==> config.mk <==
export PLATFORM = sky130hd
export DESIGN_NAME = pim_conv_sched_flat
export DESIGN_NICKNAME = d
export VERILOG_FILES = /design/src/rtl/pim_sched_pkg.sv /design/src/rtl/pim_conv_sched_if.sv /design/src/rtl/pim_sched_acc_bank.sv /design/src/rtl/pim_conv_sched.sv /design/src/flat_wrapper.sv
export SDC_FILE = /design/constraint.sdc
export NUM_CORES = 1
export LEC_CHECK = 0
export CORE_ASPECT_RATIO = 0.8
export CORE_MARGIN = 2
export CORE_UTILIZATION = 35
export DETAILED_ROUTE_END_ITERATION = 7
export SLEW_MARGIN = 25
export SYNTH_ARGS = -nofsm -noshare
export SYNTH_HDL_FRONTEND = slang
export SYNTH_SLANG_ARGS = --single-unit
==> constraint.sdc <==
create_clock -name clk -period 5.09 [get_ports clk]
set_input_delay 1.018 -clock clk [delete_from_list [all_inputs] [get_ports clk]]
set_output_delay 1.018 -clock clk [all_outputs]
set_load 0.1 [all_outputs]
==> src/rtl/pim_sched_pkg.sv <==
// Shared types and arithmetic helpers for the PIM conv crossbar scheduler.
package pim_sched_pkg;

  typedef enum logic [1:0] {StIdle, StIssue, StDrain, StOut} state_e;

  // Sign-extend the low w bits of v to 32 bits.
  function automatic logic signed [31:0] sext(input logic [31:0] v, input int unsigned w);
    logic [31:0] sh;
    sh = v << (32 - w);
    return $signed(sh) >>> (32 - w);
  endfunction

  // Clamp v into the signed range of a w-bit two's complement value.
  function automatic logic signed [31:0] sat(input logic signed [31:0] v, input int unsigned w);
    logic signed [31:0] hi;
    logic signed [31:0] lo;
    hi = (32'sd1 <<< (w - 1)) - 32'sd1;
    lo = -(32'sd1 <<< (w - 1));
    if (v > hi) return hi;
    if (v < lo) return lo;
    return v;
  endfunction

endpackage

==> src/rtl/pim_conv_sched_if.sv <==
// Feature-in stream, crossbar access bus and column-sum out stream of the conv scheduler.
interface pim_conv_sched_if #(
  parameter int unsigned INPUT_SIZE = 32,
  parameter int unsigned DEPTH      = 5,
  parameter int unsigned ADC_P      = 8,
  parameter int unsigned ACC_W      = 16
);
  logic                  in_valid;
  logic                  in_ready;
  logic [INPUT_SIZE-1:0] in_data;
  logic                  in_last;
  logic                  pim_en;
  logic [DEPTH-1:0]      pim_addr;
  logic [INPUT_SIZE-1:0] pim_feature;
  logic [ADC_P-1:0]      pim_result;
  logic                  out_valid;
  logic                  out_ready;
  logic [ACC_W-1:0]      out_data;
  logic [DEPTH-1:0]      out_col;
  logic                  out_last;

  // Scheduler side.
  modport slave (
    input  in_valid, in_data, in_last, pim_result, out_ready,
    output in_ready, pim_en, pim_addr, pim_feature, out_valid, out_data, out_col, out_last
  );

  // Environment side: feature fetch, crossbar and writeback.
  modport master (
    output in_valid, in_data, in_last, pim_result, out_ready,
    input  in_ready, pim_en, pim_addr, pim_feature, out_valid, out_data, out_col, out_last
  );
endinterface

==> src/rtl/pim_sched_acc_bank.sv <==
// Per-column accumulator register file: load or saturating add on write, one read port.
module pim_sched_acc_bank
  import pim_sched_pkg::*;
#(
  parameter int unsigned DEPTH = 5,
  parameter int unsigned ADC_P = 8,
  parameter int unsigned ACC_W = 16
) (
  input  logic             clk_i,
  input  logic             wr_en_i,
  input  logic [DEPTH-1:0] wr_col_i,
  input  logic             wr_load_i,
  input  logic [ADC_P-1:0] wr_res_i,
  input  logic [DEPTH-1:0] rd_col_i,
  output logic [ACC_W-1:0] rd_data_o
);
  localparam int unsigned COLS = 1 << DEPTH;

  logic [ACC_W-1:0] mem_q [COLS];
  logic [ACC_W-1:0] wr_data;

  always_comb begin
    wr_data = wr_load_i ? ACC_W'(sext(32'(wr_res_i), ADC_P))
                        : ACC_W'(sat(32'($signed(mem_q[wr_col_i])) +
                                     sext(32'(wr_res_i), ADC_P), ACC_W));
  end

  // No reset: the first pass of every frame overwrites each column.
  always_ff @(posedge clk_i) begin
    if (wr_en_i) mem_q[wr_col_i] <= wr_data;
  end

  assign rd_data_o = mem_q[rd_col_i];

endmodule

==> src/rtl/pim_conv_sched.sv <==
// Sweeps each feature vector over all crossbar columns and streams per-frame column sums.
// Build option: define PIM_SCHED_RELU_EN to clamp negative sums to zero on the output path.
module pim_conv_sched
  import pim_sched_pkg::*;
#(
  parameter int unsigned INPUT_SIZE = 32,
  parameter int unsigned DEPTH      = 5,
  parameter int unsigned ADC_P      = 8,
  parameter int unsigned RD_LAT     = 1,
  parameter int unsigned ACC_W      = 16
) (
  input  logic             clk,
  input  logic             rst,
  pim_conv_sched_if.slave  bus,
  output logic             busy
);
  localparam int unsigned CntW = $clog2(RD_LAT + 1);

  state_e                state_q, state_d;
  logic [DEPTH-1:0]      addr_q, addr_d;
  logic [DEPTH-1:0]      out_col_q, out_col_d;
  logic [INPUT_SIZE-1:0] feature_q, feature_d;
  logic                  frame_last_q, frame_last_d;
  logic                  first_pass_q, first_pass_d;
  logic [CntW-1:0]       drain_q, drain_d;
  logic                  issue;
  logic                  pipe_vld_q [RD_LAT];
  logic [DEPTH-1:0]      pipe_col_q [RD_LAT];
  logic [ACC_W-1:0]      acc_rd;

  assign issue = (state_q == StIssue);

  always_comb begin
    state_d       = state_q;
    addr_d        = addr_q;
    out_col_d     = out_col_q;
    feature_d     = feature_q;
    frame_last_d  = frame_last_q;
    first_pass_d  = first_pass_q;
    drain_d       = drain_q;
    bus.in_ready  = 1'b0;
    bus.out_valid = 1'b0;
    bus.out_last  = 1'b0;
    unique case (state_q)
      StIdle: begin
        bus.in_ready = 1'b1;
        if (bus.in_valid) begin
          feature_d    = bus.in_data;
          frame_last_d = bus.in_last;
          addr_d       = '0;
          state_d      = StIssue;
        end
      end
      StIssue: begin
        addr_d = addr_q + 1'b1;
        if (&addr_q) begin
          drain_d = '0;
          state_d = StDrain;
        end
      end
      StDrain: begin
        drain_d = drain_q + 1'b1;
        if (drain_q == CntW'(RD_LAT - 1)) begin
          first_pass_d = 1'b0;
          state_d      = frame_last_q ? StOut : StIdle;
        end
      end
      StOut: begin
        bus.out_valid = 1'b1;
        bus.out_last  = &out_col_q;
        if (bus.out_ready) begin
          out_col_d = out_col_q + 1'b1;
          if (&out_col_q) begin
            out_col_d    = '0;
            first_pass_d = 1'b1;
            state_d      = StIdle;
          end
        end
      end
      default: state_d = StIdle;
    endcase
  end

  always_ff @(posedge clk) begin
    if (rst) begin
      state_q      <= StIdle;
      addr_q       <= '0;
      out_col_q    <= '0;
      feature_q    <= '0;
      frame_last_q <= 1'b0;
      first_pass_q <= 1'b1;
      drain_q      <= '0;
      for (int i = 0; i < RD_LAT; i++) begin
        pipe_vld_q[i] <= 1'b0;
        pipe_col_q[i] <= '0;
      end
    end else begin
      state_q      <= state_d;
      addr_q       <= addr_d;
      out_col_q    <= out_col_d;
      feature_q    <= feature_d;
      frame_last_q <= frame_last_d;
      first_pass_q <= first_pass_d;
      drain_q      <= drain_d;
      // Tracks which column each in-flight result belongs to.
      pipe_vld_q[0] <= issue;
      pipe_col_q[0] <= addr_q;
      for (int i = 1; i < RD_LAT; i++) begin
        pipe_vld_q[i] <= pipe_vld_q[i-1];
        pipe_col_q[i] <= pipe_col_q[i-1];
      end
    end
  end

  pim_sched_acc_bank #(
    .DEPTH (DEPTH),
    .ADC_P (ADC_P),
    .ACC_W (ACC_W)
  ) u_acc_bank (
    .clk_i     (clk),
    .wr_en_i   (pipe_vld_q[RD_LAT-1]),
    .wr_col_i  (pipe_col_q[RD_LAT-1]),
    .wr_load_i (first_pass_q),
    .wr_res_i  (bus.pim_result),
    .rd_col_i  (out_col_q),
    .rd_data_o (acc_rd)
  );

  assign bus.pim_en      = issue;
  assign bus.pim_addr    = addr_q;
  assign bus.pim_feature = feature_q;
  assign bus.out_col     = out_col_q;
  assign busy            = (state_q != StIdle);

`ifdef PIM_SCHED_RELU_EN
  assign bus.out_data = acc_rd[ACC_W-1] ? '0 : acc_rd;
`else
  assign bus.out_data = acc_rd;
`endif

endmodule

==> src/flat_wrapper.sv <==
// flat-port wrapper written by rule: the top's interface ports become plain ports
module pim_conv_sched_flat import pim_sched_pkg::*;
#(
  parameter int unsigned INPUT_SIZE = 32,
  parameter int unsigned DEPTH      = 5,
  parameter int unsigned ADC_P      = 8,
  parameter int unsigned RD_LAT     = 1,
  parameter int unsigned ACC_W      = 16
)
  (clk, rst, busy, bus_in_valid, bus_in_data, bus_in_last, bus_pim_result, bus_out_ready, bus_in_ready, bus_pim_en, bus_pim_addr, bus_pim_feature, bus_out_valid, bus_out_data, bus_out_col, bus_out_last);
  pim_conv_sched_if #(.INPUT_SIZE(INPUT_SIZE), .DEPTH(DEPTH), .ADC_P(ADC_P), .ACC_W(ACC_W)) bus_i ();
  input  logic clk;
  input  logic rst;
  output logic busy;
  input wire logic [$bits(bus_i.in_valid)-1:0] bus_in_valid;
  input wire logic [$bits(bus_i.in_data)-1:0] bus_in_data;
  input wire logic [$bits(bus_i.in_last)-1:0] bus_in_last;
  input wire logic [$bits(bus_i.pim_result)-1:0] bus_pim_result;
  input wire logic [$bits(bus_i.out_ready)-1:0] bus_out_ready;
  output wire logic [$bits(bus_i.in_ready)-1:0] bus_in_ready;
  output wire logic [$bits(bus_i.pim_en)-1:0] bus_pim_en;
  output wire logic [$bits(bus_i.pim_addr)-1:0] bus_pim_addr;
  output wire logic [$bits(bus_i.pim_feature)-1:0] bus_pim_feature;
  output wire logic [$bits(bus_i.out_valid)-1:0] bus_out_valid;
  output wire logic [$bits(bus_i.out_data)-1:0] bus_out_data;
  output wire logic [$bits(bus_i.out_col)-1:0] bus_out_col;
  output wire logic [$bits(bus_i.out_last)-1:0] bus_out_last;
  assign bus_i.in_valid = bus_in_valid;
  assign bus_i.in_data = bus_in_data;
  assign bus_i.in_last = bus_in_last;
  assign bus_i.pim_result = bus_pim_result;
  assign bus_i.out_ready = bus_out_ready;
  assign bus_in_ready = bus_i.in_ready;
  assign bus_pim_en = bus_i.pim_en;
  assign bus_pim_addr = bus_i.pim_addr;
  assign bus_pim_feature = bus_i.pim_feature;
  assign bus_out_valid = bus_i.out_valid;
  assign bus_out_data = bus_i.out_data;
  assign bus_out_col = bus_i.out_col;
  assign bus_out_last = bus_i.out_last;
  pim_conv_sched #(.INPUT_SIZE(INPUT_SIZE), .DEPTH(DEPTH), .ADC_P(ADC_P), .RD_LAT(RD_LAT), .ACC_W(ACC_W)) u_core (.clk(clk), .rst(rst), .bus(bus_i), .busy(busy));
endmodule
==> results of run 1 <==
[worst max-delay path, stage by stage (launching register included)]
cell and delay (ps):
dfxtp_4 520, buf_12 260, mux4_2 550, a22oi_1 230, buf_4 150, nand4_1 250
ha_1 410, o21ai_0 90, a21oi_1 120, a211o_1 290, buf_4 140, or3_4 340
and2_1 260, buf_4 180, or2_1 220, a31o_1 240, buf_12 170
[worst min-delay path by stage]
| stage | slack, ps | to | startpoint |
|---|---|---|---|
| finish | 450 | u_core.bus.pim_feature[14]$_SDFFE_PP0P_ | u_core.bus.pim_feature[14]$_SDFFE_PP0P_ |
| global route | 480 | u_core.bus.pim_feature[23]$_SDFFE_PP0P_ | u_core.bus.pim_feature[23]$_SDFFE_PP0P_ |
| CTS | 460 | u_core.bus.pim_feature[24]$_SDFFE_PP0P_ | u_core.bus.pim_feature[24]$_SDFFE_PP0P_ |
| detailed placement | 450 | u_core.bus.pim_feature[24]$_SDFFE_PP0P_ | u_core.bus.pim_feature[24]$_SDFFE_PP0P_ |
| global placement | 440 | u_core.bus.pim_feature[29]$_SDFFE_PP0P_ | u_core.bus.pim_feature[29]$_SDFFE_PP0P_ |
| floorplan | 440 | u_core.frame_last_q$_SDFFE_PP0P_ | u_core.frame_last_q$_SDFFE_PP0P_ |
[metal layers]
metal  share of wire (%)  vias to the layer above  global-route usage [%]
li1                    -                     6427                       -
met1                  41                     8447                    28.7
met2                  47                      817                    31.2
met3                 9.1                      124                    4.12
met4                 2.6                        2                    6.03
met5               0.016                        -                       0
[final cells by class]
cell class / count / area share (%)
inverter: 9 / 0.108
antenna: 1 / 0.00801
multi-input combinational: 754 / 30.4
sequential: 570 / 53.0
tap: 1001 / 4.01
clock buffer: 71 / 4.73
timing repair buffer: 233 / 7.07
clock inverter: 29 / 0.700
[kinds of logic after synthesis]
group	synth area share (%)
compound gates	4.63
xor+xnor	0.499
fa+ha+maj	1.03
buf+inv	1.77
flops	62.8
mux	25.3
simple gates	3.95
[state kept, by name, indices dropped and copies added, names as in the netlist, named ones only]
name and count:
u_core.bus.pim_addr 5, u_core.pipe_vld_q 1, u_core.first_pass_q 1, u_core.u_acc_bank.mem_q 512, u_core.frame_last_q 1, u_core.state_q 2
u_core.drain_q 1, u_core.pipe_col_q 5, u_core.bus.out_col 5, u_core.bus.pim_feature 32
[power by group through the flow]
stage	Combinational (W)	Sequential (W)	Clock [W]
floorplan	0.000382	0.00538	0
global placement	0.000769	0.00525	0
detailed placement	0.000783	0.00525	0
CTS	0.000785	0.00515	0.00400
global route	0.000837	0.00515	0.00417
finish	0.000789	0.00515	0.00395
[through the flow]
step                      utilization (%)  setup slack [ps]
final                                42.1               352
after global routing                 42.1              22.2
after floorplan                         -               144
after detailed placement             39.8               168
after CTS                            42.1               114
after global placement               39.8              97.5
[cell usage after synthesis, drive strengths merged (2+ instances only)]
| cell type | count | area share, % |
|---|---|---|
| nor2 | 53 | 0.76 |
| inv | 9 | 0.13 |
| a21boi | 3 | 0.086 |
| dfxtp | 58 | 4.4 |
| nand2b | 9 | 0.21 |
| or3b | 2 | 0.067 |
| ha | 20 | 0.95 |
| nand4 | 20 | 0.48 |
| and3b | 2 | 0.067 |
| or3 | 2 | 0.067 |
| mux4 | 288 | 25 |
| o211a | 2 | 0.076 |
| nor2b | 10 | 0.24 |
| a22oi | 64 | 1.8 |
| nor3 | 4 | 0.076 |
| xnor2 | 9 | 0.30 |
| xor2 | 6 | 0.20 |
| or2 | 2 | 0.048 |
| nand3 | 11 | 0.21 |
| a31o | 2 | 0.067 |
| edfxtp | 512 | 58 |
| a21o | 4 | 0.11 |
| o21ai | 26 | 0.51 |
| and3 | 5 | 0.12 |
| buf | 35 | 0.65 |
| nand3b | 7 | 0.20 |
| clkbuf | 70 | 1.0 |
| nand2 | 86 | 1.2 |
| a21oi | 77 | 1.5 |
| a31oi | 2 | 0.071 |
| o211ai | 5 | 0.14 |
| mux2 | 16 | 0.68 |
| a211oi | 3 | 0.10 |
| and2 | 7 | 0.17 |
[cell usage in the layout (no fill, tap or decap), types with 5 or more instances in the layout]
cell type / n
o21ai_0: 23
nand3_1: 11
nor2b_1: 10
buf_4: 123
nand2_1: 85
nand2b_1: 9
ha_1: 20
mux2_2: 16
clkinv_1: 12
xor2_1: 6
mux4_2: 288
clkdlybuf4s50_1: 90
clkbuf_16: 57
a21oi_2: 7
dfxtp_1: 51
a22oi_1: 64
edfxtp_1: 512
clkbuf_1: 14
inv_1: 9
nor2_1: 20
xnor2_1: 9
nor2_2: 33
and2_1: 6
o211ai_1: 5
a21oi_1: 66
nand4_1: 20
nand3b_1: 7
buf_12: 19
and3_1: 5
clkinv_2: 8
[repair_timing]
action	in CTS	in global routing
setup buffers	0	0
setup endpoints to repair	0	12
endpoints found under the hold margin	0	0
==> results_dict.tcl, run 1 <==
set metrics [dict create \
    status "complete, no violations" \
    endpoint_kind "register" \
    final_nets 1689 \
    power.internal_w 0.00761 \
    cp-start-kind "register" \
    relSlewSlack_pct 28.7 \
    num_rows 89 \
    crit_fanout 32 \
    fin_crit_sh_pct 93.1 \
    floorplan.die.height_um 249 \
    postPlaceCellArea_um2 29500 \
    maxCapViolations 0 \
    regArea_um2 16600 \
    grt_pass1_vias 15800 \
    finalPower_w 0.00989 \
    seqPwrFrac_pct 52.1 \
    ys_types 50 \
    fin_crit_ps 4740 \
    leakagePower_nw 9.51 \
    fmaxAchievable_mhz 211 \
    synth_edf_count 512 \
    setup_viol 0 \
    wl_um 79200 \
    ctsHtreeMaxLevel 2 \
    switchingPower_w 0.00229 \
    clk_latency_ps 620 \
    synth_area_um2 26300 \
    antenna_found_initial 2 \
    crit_type "register to register" \
    cts.sinks 570 \
    startpoint "u_core.pipe_col_q[0][0]$_SDFF_PP0_" \
    pwr-share-comb_pct 8.0 \
    synth-seq-area-share_pct 62.8 \
    fin_setup_tns_ps 0 \
    io_buffers 107 \
    r2r_end "u_core.u_acc_bank.mem_q[12][8]$_DFFE_PP_" \
    n_fill_cell 6565 \
    stdcell_count 2668 \
    overflow 0 \
    swShare_pct 23.1 \
    power.density_nw_per_um2 317 \
    dp.cells 2567 \
    globalplace.congestion 0.890 \
    cts_tree "yes" \
    hp-class "register to register" \
    numCtsBuffers 55 \
    holdWs_ps 454 \
    pwr-share-clk_pct 40.0 \
    grt_pass1_wl_um 113000 \
    core_area_um2 74200 \
    r2r_setup_slack_ps 350 \
    rr_worst_depth 16 \
    io_pins 108 \
    routedWlPerCell_um 29.7 \
    r2r_start "u_core.pipe_col_q[0][0]$_SDFF_PP0_" \
    async_reset_ff_share_pct 0 \
    start_util_pct 35.5 \
    grt_max_degree 61 \
    grt_usage_pct 20.1 \
    hold_viol 0 \
    syn_nets 1504 \
    worst_slew_pin_slew_ps 1070 \
    final-max-slew-violation-count 0 \
    clk_pin_slew_worst_paths_ps 60 \
    synth-seq-cells 570 \
    cts_root_buf "clkbuf_16" \
    via_per_inst 5.93 \
    drive_gt1_share_pct 35.1 \
    syn_avg_cell_area_um2 18.3 \
    firstDrtPassIters 7 \
    multiInputGateArea_um2 9510 \
    cts_hold_buf 0 \
    drtAntennaViolNets 0 \
    finalClockSkew_ps 22.9 \
    hold_depth 2 \
    dpl.hpwl_um 51000 \
    yosys_warnings 0 \
    fp.dieW_um 311 \
    drc 0 \
    worstPathArrival_ps 5080 \
    area_delta_synth_final_pct 18.7 \
    postCtsResizedCells 0 \
    final_area_um2 31300 \
    grt_setup_unrepaired "no" \
    ir_drop_mv 0.235 \
    routed-via-count 15800 \
    clockBufferDepth 3 \
    critPathCapture "u_core.u_acc_bank.mem_q[12][8]$_DFFE_PP_" \
    syn_inst 1438 \
    drtIter0Drc 1992 \
    crit_required_ps 5430 \
    synth_ff_type "edfxtp_1" \
    die-area_um2 77500 \
]
Power figures use the tool's default switching activity.
==> run 2: changes to the inputs <==
Settings changed: SYNTH_HIERARCHICAL set to 1.
==> run 2 against run 1 <==
Sequential power down 1%. Register-to-register slack gained 80 ps. Critical path type unchanged. First-iteration DRC count is 7.9% lower. Synthesized cell count down 0.76%. Clock power up 6.1%.
==> results_dict.tcl, run 2 <==
set metrics [dict create \
    leakagePower_nw 9.63 \
    syn_nets 1493 \
    largest-register "u_core/u_acc_bank/mem_q" \
    swShare_pct 22.9 \
    clockBufferDepth 3 \
    yosys_warnings 6 \
    synth_top_area_share_pct 58.4 \
    final-max-slew-violation-count 0 \
    cpMostUsedCell "buf_4" \
    final_cell_mix "512 x edfxtp_1, 288 x mux4_2, 122 x buf_4, 89 x clkdlybuf4s50_1, 86 x nand2_1" \
    synthSimpleGateAreaFrac_pct 3.86 \
    crit_type "register to register" \
    synth.most_common_cell "edfxtp_1" \
    synth_area_um2 26300 \
    core_area_um2 74100 \
    wl_um 79900 \
    rr_worst_depth 18 \
    drc 0 \
    synth_area_leaders "edfxtp_1 58%, mux4_2 25%, dfxtp_1 4.0%" \
    fmaxAchievable_mhz 215 \
    die-area_um2 77400 \
    drive_gt1_share_pct 36.1 \
    worstPathArrival_ps 5030 \
    num_rows 89 \
    async_reset_ff_share_pct 0 \
    routed-via-count 16000 \
    syn_inst 1427 \
    numCtsBuffers 56 \
    routedWlPerCell_um 30.0 \
    via_per_inst 6.00 \
    synth-seq-cells 565 \
    endpoint_kind "register" \
    holdPathEnd "u_core/bus.pim_feature[30]$_SDFFE_PP0P_" \
    antenna_cells 0 \
    hold_viol 0 \
    r2r_start "u_core/pipe_col_q[0][0]$_SDFF_PP0_" \
    cp_cell_sequence "buf_4 > buf_12 > buf_12 > buf_4 > mux4_2 > a22oi_1 > nand4_1 > ha_1 > buf_4 > a21oi_1 > o211ai_1 > nand3b_1 > a41oi_2 > buf_4 > o21ai_2 > buf_4 > o21ai_1 > buf_12" \
    overflow 0 \
    synth_mux_area_share_pct 25.5 \
    grt_pass1_wl_um 114000 \
    cts_tree "yes" \
    pwr-share-clk_pct 41.6 \
    synth_top_family_by_area "multiplexers" \
    syn_avg_cell_area_um2 18.4 \
    grt_pass1_vias 15900 \
    postCtsResizedCells 0 \
    holdWs_ps 452 \
    setup_viol 0 \
    power.internal_w 0.00777 \
    synth_ff_type "edfxtp_1" \
    hp-start "u_core/bus.pim_feature[30]$_SDFFE_PP0P_" \
    dpl.hpwl_um 50900 \
    ir_drop_mv 0.280 \
    synth-seq-area-share_pct 62.5 \
    stdcell_count 2668 \
    cp-start-kind "register" \
    finalClockSkew_ps 21.2 \
    crit_required_ps 5460 \
    synth-xor-area-share_pct 0.366 \
    start_util_pct 35.5 \
    fin_crit_ps 4660 \
    firstDrtPassIters 5 \
    switchingPower_w 0.00231 \
    io_buffers 107 \
    r2r_setup_slack_ps 430 \
    synth_compound_area_share_pct 4.97 \
    fp.dieW_um 311 \
    seqPwrFrac_pct 50.6 \
    grt_setup_unrepaired "no" \
    cp_slowest_stage_delay_ps 510 \
    drtIter0Drc 1834 \
    layout_commonest_cell "edfxtp_1" \
    synthAdderAreaFrac_pct 1.03 \
    pwr-share-comb_pct 7.8 \
    slowest_stage "mux4_2" \
    crit_fanout 32 \
    antenna_found_initial 1 \
    area_delta_synth_final_pct 19.6 \
    largest_register_ffs 512 \
    maxCapViolations 0 \
    final_util_pct 42.5 \
    power.density_nw_per_um2 320 \
    cts_hold_buf 0 \
    io_pins 108 \
    dp.cells 2551 \
    fin_crit_sh_pct 91.5 \
    grt_max_degree 56 \
    cts_root_buf "clkbuf_16" \
    synth_edf_count 512 \
    floorplan.die.height_um 249 \
    ctsHtreeMaxLevel 2 \
    clk_pin_slew_worst_paths_ps 60 \
    drtAntennaViolNets 0 \
    grt_usage_pct 20.4 \
    synth_top_cell_by_area "edfxtp_1" \
    hp-class "register to register" \
    r2r_end "u_core/u_acc_bank/mem_q[9][3]$_DFFE_PP_" \
    globalplace.congestion 0.920 \
    final_nets 1686 \
    synth_common_cells "512 x edfxtp_1, 288 x mux4_2, 86 x nand2_1" \
    worst_slew_pin_slew_ps 1040 \
    cts.sinks 565 \
    post_cts_buffers 0 \
    relSlewSlack_pct 30.5 \
    clk_latency_ps 630 \
    status "complete, no violations" \
    ys_types 60 \
    hold_depth 2 \
    fin_setup_tns_ps 0 \
]
[run 2: changes by cell type after synthesis, sizes merged, moves of 4 or more]
cell and change:
clkbuf -14, buf +13, a21oi -9, dfxtp -5, nor2 -4, o21ai +4
[run 2: power by group through the flow]
stage | clock network [W] | registers [W] | logic [W]
after floorplan | 0 | 0.00532 | 0.000387
after global placement | 0 | 0.00520 | 0.000759
after detailed placement | 0 | 0.00520 | 0.000769
after CTS | 0.00426 | 0.00510 | 0.000771
after global routing | 0.00444 | 0.00510 | 0.000833
final | 0.00419 | 0.00510 | 0.000787
[run 2: cells by family (layout without fill, tap and decap cells)]
logic type	after synthesis	after routing
flops	565	565
mux	307	307
simple gates	212	212
compound gates	201	201
buf+inv	110	350
fa+ha+maj	21	21
xor+xnor	11	11
[run 2: final cells by class]
| class | count | area [um^2] |
|---|---|---|
| Clock buffer | 74 | 1550 |
| Clock inverter | 31 | 297 |
| Fill cell | 6415 | 42600 |
| Inverter | 6 | 22.5 |
| Multi-Input combinational cell | 752 | 9530 |
| Sequential cell | 565 | 16500 |
| Tap cell | 1001 | 1250 |
| Timing Repair Buffer | 239 | 2340 |
[run 2: worst max path at each step]
stage / startpoint / to / slack [ps] / cells past startpoint
floorplan: u_core/pipe_col_q[0][0]$_SDFF_PP0_ / u_core/u_acc_bank/mem_q[0][11]$_DFFE_PP_ / 230 / 14
global placement: u_core/pipe_col_q[0][0]$_SDFF_PP0_ / u_core/u_acc_bank/mem_q[20][13]$_DFFE_PP_ / 180 / 13
detailed placement: u_core/pipe_col_q[0][0]$_SDFF_PP0_ / u_core/u_acc_bank/mem_q[20][14]$_DFFE_PP_ / 20 / 11
CTS: u_core/pipe_col_q[0][0]$_SDFF_PP0_ / u_core/u_acc_bank/mem_q[16][14]$_DFFE_PP_ / 20 / 11
global route: u_core/pipe_col_q[0][4]$_SDFF_PP0_ / u_core/u_acc_bank/mem_q[9][3]$_DFFE_PP_ / 170 / 15
finish: u_core/pipe_col_q[0][0]$_SDFF_PP0_ / u_core/u_acc_bank/mem_q[9][3]$_DFFE_PP_ / 430 / 18
[run 2: critical path: cells and delay by family (launching register included)]
family                   cells  cell delay (ps)
AO/OA/AOI/OAI                6             1310
adder cells (fa/ha/maj)      1              260
AND/OR/NAND/NOR              2              400
buffers and inverters        8             1480
multiplexers                 1              510
flip-flops                   1              430
[run 2: layer usage]
layer / vias up / GRT usage [%] / part of all wire [%]
li1: 6461 / - / -
met1: 8448 / 29.2 / 41
met2: 934 / 30.5 / 45
met3: 161 / 5.59 / 11
met4: 2 / 5.99 / 3.0
met5: - / 0 / 0.015
[run 2: per-stage QoR]
stage	worst slack (ps)	power, W	instance area, um^2
2_1_floorplan	225	0.00570	26300
3_3_place_gp	181	0.00596	29500
4_1_cts	15.4	0.0101	31300
6_report	432	0.0101	31500
5_1_grt	169	0.0104	31500
3_5_place_dp	21.5	0.00597	29500
==> run 3: changes to the inputs <==
Settings changed: MAX_ROUTING_LAYER set to met4.
==> run 3 against run 2 <==
Sequential power about the same. Final area down 0.43%. Sequential share of layout area up 0.23 points. Largest power group unchanged. Critical path depth down 3.
==> results_dict.tcl, run 3 (synthesized netlist as in run 2, its figures left out) <==
set metrics [dict create \
    cts_hold_buf 0 \
    fp.dieW_um 311 \
    drtIter0Drc 2098 \
    layout_commonest_cell "edfxtp_1" \
    post_cts_buffers 0 \
    cts.sinks 565 \
    dpl.hpwl_um 51100 \
    postCtsResizedCells 0 \
    drive_gt1_share_pct 35.1 \
    crit_type "register to register" \
    cp-start-kind "register" \
    leakagePower_nw 9.52 \
    clockBufferDepth 3 \
    clk_pin_slew_worst_paths_ps 60 \
    firstDrtPassIters 5 \
    io_buffers 107 \
    hp-start "u_core/bus.pim_feature[4]$_SDFFE_PP0P_" \
    holdPathEnd "u_core/bus.pim_feature[4]$_SDFFE_PP0P_" \
    r2r_start "u_core/pipe_col_q[0][0]$_SDFF_PP0_" \
    crit_required_ps 5450 \
    final_util_pct 42.3 \
    globalplace.congestion 0.876 \
    grt_setup_unrepaired "no" \
    dpl_worst_slack_ps 69.2 \
    routedWlPerCell_um 30.5 \
    start_util_pct 35.5 \
    endpoint_kind "register" \
    startpoint "u_core/pipe_col_q[0][0]$_SDFF_PP0_" \
    numCtsBuffers 57 \
    hp-class "register to register" \
    hold_depth 2 \
    num_rows 89 \
    core_area_um2 74100 \
    cts_root_buf "clkbuf_16" \
    switchingPower_w 0.00234 \
    grt_pass1_vias 15700 \
    hold_viol 0 \
    rr_worst_depth 15 \
    maxCapViolations 0 \
    r2r_setup_slack_ps 250 \
    pwr-share-clk_pct 41.3 \
    worstPathArrival_ps 5200 \
    clk_latency_ps 630 \
    cp_cell_sequence "buf_12 > buf_12 > mux4_2 > a22oi_1 > nand4_1 > ha_1 > and3_1 > nand3_1 > nor3_1 > a311oi_4 > buf_4 > buf_4 > o21ai_4 > o21ai_1 > buf_12" \
    crit_fanout 32 \
    pwr-share-comb_pct 7.7 \
    area_delta_synth_final_pct 19.1 \
    status "complete, no violations" \
    fin_crit_ps 4840 \
    final_area_um2 31300 \
    finalWorstSetupSlack_ps 250 \
    wl_um 81000 \
    slowest_stage "dfxtp_4" \
    cp_slowest_stage_delay_ps 660 \
    seqPwrFrac_pct 51.0 \
    ir_drop_mv 0.250 \
    antenna_cells 0 \
    final_cell_mix "512 x edfxtp_1, 288 x mux4_2, 104 x buf_4, 89 x clkdlybuf4s50_1, 86 x nand2_1" \
    final-max-slew-violation-count 0 \
    drc 0 \
    routed-via-count 16000 \
    fin_crit_sh_pct 95.1 \
    worst_slew_pin_slew_ps 1100 \
    largest_register_ffs 512 \
    io_pins 108 \
    postPlaceCellArea_um2 29500 \
    finalPower_w 0.0100 \
    ctsHtreeMaxLevel 2 \
    r2r_end "u_core/u_acc_bank/mem_q[24][3]$_DFFE_PP_" \
    floorplan.die.height_um 249 \
    largest-register "u_core/u_acc_bank/mem_q" \
    antenna_found_initial 0 \
    grt_usage_pct 21.2 \
    fin_setup_tns_ps 0 \
    drtAntennaViolNets 0 \
    grt_pass1_wl_um 114000 \
    n_fill_cell 6445 \
    finalClockSkew_ps 22.1 \
    die-area_um2 77400 \
    setup_viol 0 \
    cts_tree "yes" \
    cpMostUsedCell "buf_12" \
    relSlewSlack_pct 26.7 \
    via_per_inst 6.04 \
    swShare_pct 23.3 \
    grt_max_degree 63 \
    final_nets 1671 \
    power.internal_w 0.00767 \
    power.density_nw_per_um2 320 \
    fmaxAchievable_mhz 207 \
    overflow 0 \
]
-- run 3: cell count changes in the layout (fill, tap and decap cells not counted), moves of 2 or more --
cell        previous run  this run
buf_4                122       104
clkinv_1               6        13
clkbuf_8               4         0
clkinv_2              12         9
buf_12                26        28
clkinvlp_4             2         4
-- run 3: cell type report --
type	count	area, um^2	share of cell area (%)
sequential	565	16500	52.5
multi-input combinational	752	9540	30.4
timing repair buffer	223	2250	7.18
clock buffer	70	1520	4.85
tap	1001	1250	4.00
clock inverter	36	289	0.923
inverter	6	22.5	0.0719
-- run 3: worst max-delay path by stage --
stage,end,slack (ps),cells past startpoint
after global placement,u_core/u_acc_bank/mem_q[2][5]$_DFFE_PP_,170,15
after detailed placement,u_core/u_acc_bank/mem_q[23][14]$_DFFE_PP_,70,12
after floorplan,u_core/u_acc_bank/mem_q[0][11]$_DFFE_PP_,230,14
final,u_core/u_acc_bank/mem_q[24][3]$_DFFE_PP_,250,15
after CTS,u_core/u_acc_bank/mem_q[6][3]$_DFFE_PP_,60,15
after global routing,u_core/u_acc_bank/mem_q[4][3]$_DFFE_PP_,30,15
-- run 3: power groups by stage --
stage,registers [W],clock network (W),logic (W)
floorplan,0.00532,0,0.000387
global placement,0.00520,0,0.000758
detailed placement,0.00520,0,0.000765
CTS,0.00510,0.00422,0.000768
global route,0.00510,0.00440,0.000818
finish,0.00510,0.00413,0.000774
-- run 3: through the flow --
stage,instances,hold WS [ps]
after floorplan,1427,441
after global placement,2546,441
after detailed placement,2546,448
after CTS,2652,458
after global routing,2653,476
final,2653,455
-- run 3: metal layers --
metal / part of all wire [%] / routed length (um) / global-route usage, % / vias to the layer above
met5: 0 / 0 / - / -
met2: 45 / 36700 / 31.2 / 908
met4: 2.7 / 2220 / 6.09 / 0
met3: 10 / 8190 / 4.39 / 148
met1: 42 / 33800 / 29.7 / 8541
li1: - / - / - / 6433
-- run 3: critical path, delay by kind of cell, from the launching register on --
kind | cells | cell delay (ps)
and+or+nand+nor | 4 | 880
muxes | 1 | 530
DFF | 1 | 660
adders and majority gates | 1 | 430
buffers and inverters | 5 | 1040
AOI/OAI and AO/OA | 4 | 980
